### src/rtl/sr_cmd_gen.sv
// sr_cmd_gen: synchronizes and debounces set/clear pushbuttons and turns
// each debounced press into a single-cycle, mutually exclusive S or R pulse.
module sr_cmd_gen #(
    parameter int DEBOUNCE_CYCLES = 4,
    parameter int HOLD_OFF        = 2
) (
    input  logic clk,
    input  logic rst,
    input  logic set_btn,
    input  logic clr_btn,
    output logic S,
    output logic R,
    output logic busy,
    output logic conflict,
    output logic dropped
);

    localparam int CW = $clog2(DEBOUNCE_CYCLES + 1);
    localparam logic [CW-1:0] CNT_MAX = CW'(DEBOUNCE_CYCLES - 1);
    localparam int HW = (HOLD_OFF > 1) ? $clog2(HOLD_OFF) : 1;
    localparam logic [HW-1:0] HOLD_LOAD =
        HW'((HOLD_OFF > 0) ? HOLD_OFF - 1 : 0);

    typedef enum logic [1:0] {
        IDLE,
        SET_P,
        CLR_P,
        HOLD
    } state_t;

    // Channel 0 is set, channel 1 is clear.
    logic [1:0]    btn;
    logic [1:0]    sync1;
    logic [1:0]    sync2;
    logic [1:0]    lvl;
    logic [1:0]    lvl_d;
    logic [1:0]    req;
    logic [CW-1:0] cnt [2];

    logic          set_req;
    logic          clr_req;
    logic          any_req;

    state_t        state;
    state_t        next;
    logic [HW-1:0] hold_cnt;

    logic          s_d;
    logic          r_d;
    logic          busy_d;
    logic          conflict_d;
    logic          dropped_d;

    assign btn = {clr_btn, set_btn};

    always_ff @(posedge clk or posedge rst) begin
        if (rst) begin
            sync1 <= '0;
            sync2 <= '0;
        end else begin
            sync1 <= btn;
            sync2 <= sync1;
        end
    end

    // Level flips only after DEBOUNCE_CYCLES consecutive differing samples.
    always_ff @(posedge clk or posedge rst) begin
        if (rst) begin
            lvl    <= '0;
            lvl_d  <= '0;
            cnt[0] <= '0;
            cnt[1] <= '0;
        end else begin
            lvl_d <= lvl;
            for (int i = 0; i < 2; i++) begin
                if (sync2[i] == lvl[i]) begin
                    cnt[i] <= '0;
                end else if (cnt[i] == CNT_MAX) begin
                    lvl[i] <= ~lvl[i];
                    cnt[i] <= '0;
                end else begin
                    cnt[i] <= cnt[i] + CW'(1);
                end
            end
        end
    end

    assign req     = lvl & ~lvl_d;
    assign set_req = req[0];
    assign clr_req = req[1];
    assign any_req = set_req | clr_req;

    always_ff @(posedge clk or posedge rst) begin
        if (rst) begin
            state    <= IDLE;
            hold_cnt <= HOLD_LOAD;
            S        <= 1'b0;
            R        <= 1'b0;
            busy     <= 1'b0;
            conflict <= 1'b0;
            dropped  <= 1'b0;
        end else begin
            state    <= next;
            hold_cnt <= (state == HOLD) ? hold_cnt - HW'(1) : HOLD_LOAD;
            S        <= s_d;
            R        <= r_d;
            busy     <= busy_d;
            conflict <= conflict_d;
            dropped  <= dropped_d;
        end
    end

    always_comb begin
        next = state;
        unique case (state)
            IDLE: begin
                if (set_req && !clr_req) begin
                    next = SET_P;
                end else if (clr_req && !set_req) begin
                    next = CLR_P;
                end
            end
            SET_P, CLR_P: next = (HOLD_OFF == 0) ? IDLE : HOLD;
            HOLD: begin
                if (hold_cnt == '0) begin
                    next = IDLE;
                end
            end
            default: next = IDLE;
        endcase
    end

    // Outputs are decoded from the next state and registered alongside it.
    always_comb begin
        s_d        = (next == SET_P);
        r_d        = (next == CLR_P);
        busy_d     = (next != IDLE);
        conflict_d = (state == IDLE) && set_req && clr_req;
        dropped_d  = (state != IDLE) && any_req;
    end

endmodule

### config.mk
export PLATFORM = sky130hd
export DESIGN_NAME = sr_cmd_gen
export DESIGN_NICKNAME = d
export VERILOG_FILES = /design/src/rtl/sr_cmd_gen.sv
export SDC_FILE = /design/constraint.sdc
export NUM_CORES = 1
export LEC_CHECK = 0
export CORE_AREA = 5 5 47 49
export DETAILED_ROUTE_END_ITERATION = 7
export DIE_AREA = 0 0 52 54
export PLACE_DENSITY = 0.71
export SLEW_MARGIN = 25
export SYNTH_ARGS = -nofsm -noshare
export SYNTH_HDL_FRONTEND = slang
export SYNTH_SLANG_ARGS = --single-unit
### constraint.sdc
create_clock -name clk -period 1.9 [get_ports clk]
set_input_delay 0.285 -clock clk [delete_from_list [all_inputs] [get_ports clk]]
set_output_delay 0.285 -clock clk [all_outputs]
set_load 0.005 [all_outputs]
==> out/qor.tcl <==
set qor(buffer_ports.inserted) 8
set qor(timing.critical_path.required_ps) 2100
set qor(regToRegStartpoint) {state[0]}
set qor(wl_um) 1210
set qor(antenna_found_initial) 0
set qor(outcome) {complete, no violations}
set qor(timing_hold_violations_final) 0
set qor(floorplan.initialDensity) 0.464
set qor(post_route_clock_skew_ps) 10.8
set qor(worstPathArrival_ps) 1760
set qor(cts_made_buffers) 3
set qor(antenna_violating_nets_post_route) 0
set qor(mappedNetlistArea_um2) 846
set qor(floorplan.core_area_um2) 1820
set qor(rsz_0062_raised_after_global_routing) {false}
set qor(wl_per_cell_um) 11.8
set qor(num_rows) 16
set qor(startpoint_type) {flip-flop}
set qor(syn_inst) 61
set qor(cts_repair_resize_count) 0
set qor(yosys.area.top_type_share) 0.621
set qor(whs_ps) 266
set qor(timing.hold.worst.class) {primary input to async pin}
set qor(synth_seq_area_share) 0.652
set qor(final.fill_count) 149
set qor(globalRouteTotalUtil) 0.111
set qor(cell_types_with_the_highest_counts_after_synthesis) {dfrtp_1 (21), ha_1 (5), nor2_1 (5)}
set qor(timing.critical_path.fanout_max) 6
set qor(sequence_of_cells_on_the_critical_path) {inv_1 > ha_1 > o221a_1 > a311o_1 > nor3b_1}
set qor(crit-reg2reg-capture) {S}
set qor(ant_cells) 0
set qor(multiInputGateArea_um2) 279
set qor(dp.final_hpwl_um) 933
set qor(drv_slew) 0
set qor(yosysWarnings) 0
set qor(gpl.final_weighted_congestion) 0.726
set qor(postSynthNetCount) 70
set qor(final.min_clock_period_ps) 1560
set qor(tritoncts) {built}
set qor(synth.top_cells.by_area) {dfrtp_1 (62%), ha_1 (7.4%), nor3b_1 (3.6%), dfstp_2 (3.1%), mux2_2 (2.7%)}
set qor(achievable-frequency_mhz) 640
set qor(synth-seq-cells) 22
set qor(finalSetupViolCount) 0
set qor(firstDrtPassIters) 3
set qor(route.detailed.vias_per_inst) 4.70
set qor(cts_max_path_buffers) 2
set qor(drv_cap) 0
set qor(flow.area_growth_from_synthesis_pct) 21.5
set qor(drt_iter0_markers) 10
set qor(placed_cell_area_um2) 975
set qor(clk_slew_on_worst_s_h_paths_ps) 120
set qor(post-synth-top-count-cell) {dfrtp_1}
set qor(synth_cell_types) 21
set qor(tightestPinTransition_ps) 463
set qor(edff_count_synth) 0
set qor(cts-root-buf) {clkbuf_4}
set qor(detail_route.drc_violations) 0
set qor(critical_path.slowest_cell) {dfrtp_1}
set qor(slew_headroom) 0.691
set qor(reg2reg_slack_ps) 340
set qor(htreeDepth) 1
set qor(async_flop_share) 1.00
set qor(cts.sinks) 22
set qor(rr_worst_depth) 5
set qor(timing_worst_setup_path_type) {flip-flop to flip-flop}
set qor(vias) 479
set qor(synth.avg_cell_area_um2) 13.9
set qor(vias_in_the_first_global_route) 525
set qor(ir_worst_vdd_v) 0.00115
set qor(number_of_placed_i_o_pins) 9
set qor(die_width_um) 52
set qor(die_area_um2) 2810
set qor(holdBufCountCts) 0
set qor(final_layout_setup_total_negative_slack_ps) 0
set qor(synthDominantAreaCellType) {dfrtp_1}
set qor(crit_path_max_incr_delay_ps) 410
set qor(ys.flop_type) {dfrtp_1}
set qor(layout-drive-gt1-share) 0.160
set qor(power.static_leakage_nw) 0.474
set qor(gr-total-overflow) 0
set qor(finalNetCount) 85
set qor(clock_insertion_delay_worst_skew_ps) 310
set qor(grt_first_pass_wirelength_um) 2190
set qor(final_min_period_over_clock_period) 0.822
set qor(regArea_um2) 552
set qor(layout.core_utilization) 0.564
set qor(pin_count_of_the_biggest_net_entering_global_routing) 14
set qor(finish.instance_area_um2) 1030
set qor(powerDensity_nw_per_um2) 1690
set qor(postCtsSetupBuffers) 0
set qor(height_of_the_die_um) 54
set qor(endpoint_kind) {flip-flop}
set qor(total_power_mw) 1.73
==> registers in the layout (all words and copies together), names as in the netlist, 2 cells and up <==
register and cells:
sync2 2, lvl 2, cnt 6, sync1 2
state 2, lvl_d 2
==> metrics by stage <==
stage | setup WS [ps] | cells
after global routing | 245 | 102
after CTS | 350 | 102
after global placement | 424 | 98
final | 338 | 102
after detailed placement | 380 | 98
after floorplan | 464 | 61
==> how the worst max path moves through the flow <==
| stage | from | endpoint | cells past startpoint |
|---|---|---|---|
| after floorplan | state[0] | S | 5 |
| after global placement | state[0] | S | 5 |
| after detailed placement | state[0] | S | 5 |
| after CTS | state[0] | S | 5 |
| after global routing | state[1] | S | 5 |
| final | state[0] | S | 5 |
==> kinds of logic after synthesis <==
family          after synthesis  synth area share
mux                           3            0.0385
buf+inv                       4            0.0177
flops                        22             0.652
fa+ha+maj                     5            0.0740
xor+xnor                      2            0.0207
simple gates                 20             0.145
compound gates                5            0.0518
==> power by group <==
part | total [mW] | switching [mW] | internal [mW]
clock | 0.351 | 0.138 | 0.213
sequential | 0.725 | 0.0938 | 0.631
combinational | 0.658 | 0.315 | 0.343
total | 1.73 | 0.547 | 1.19
==> critical path, delay by kind of cell, from the launching register on <==
kind / cells / cell delay [ps]
compound gates: 2 / 520
buf+inv: 1 / 100
fa+ha+maj: 1 / 290
simple gates: 1 / 150
flops: 1 / 410
==> metal layers <==
| metal | part of all wire | track usage |
|---|---|---|
| met1 | 0.45 | 0.124 |
| met2 | 0.49 | 0.180 |
| met3 | 0.051 | 0.0416 |
| met4 | 0.0099 | 0.0655 |
| met5 | 0 | 0 |
==> cell usage in the layout (no fill, tap or decap), drive strengths merged <==
master / count
a32o: 1
nor3b: 5
nand2: 2
and3: 1
mux2: 2
dfrtp: 21
xnor2: 2
ha: 5
nor3: 3
a211oi: 1
mux2i: 1
bufinv: 1
buf: 2
o221a: 1
clkbuf: 3
a21oi: 1
inv: 4
a311o: 1
nor2b: 4
nor2: 5
dfstp: 1
clkdlybuf4s50: 8
==> final cells by class <==
type                    count  area share
clock buffers               3      0.0219
well taps                  27      0.0329
repair buffers             10      0.0926
inverters                   4      0.0146
multi-input cells          35       0.272
clock inverters             1      0.0292
flip-flops and latches     22       0.537
(Power assumes the default switching activity.)
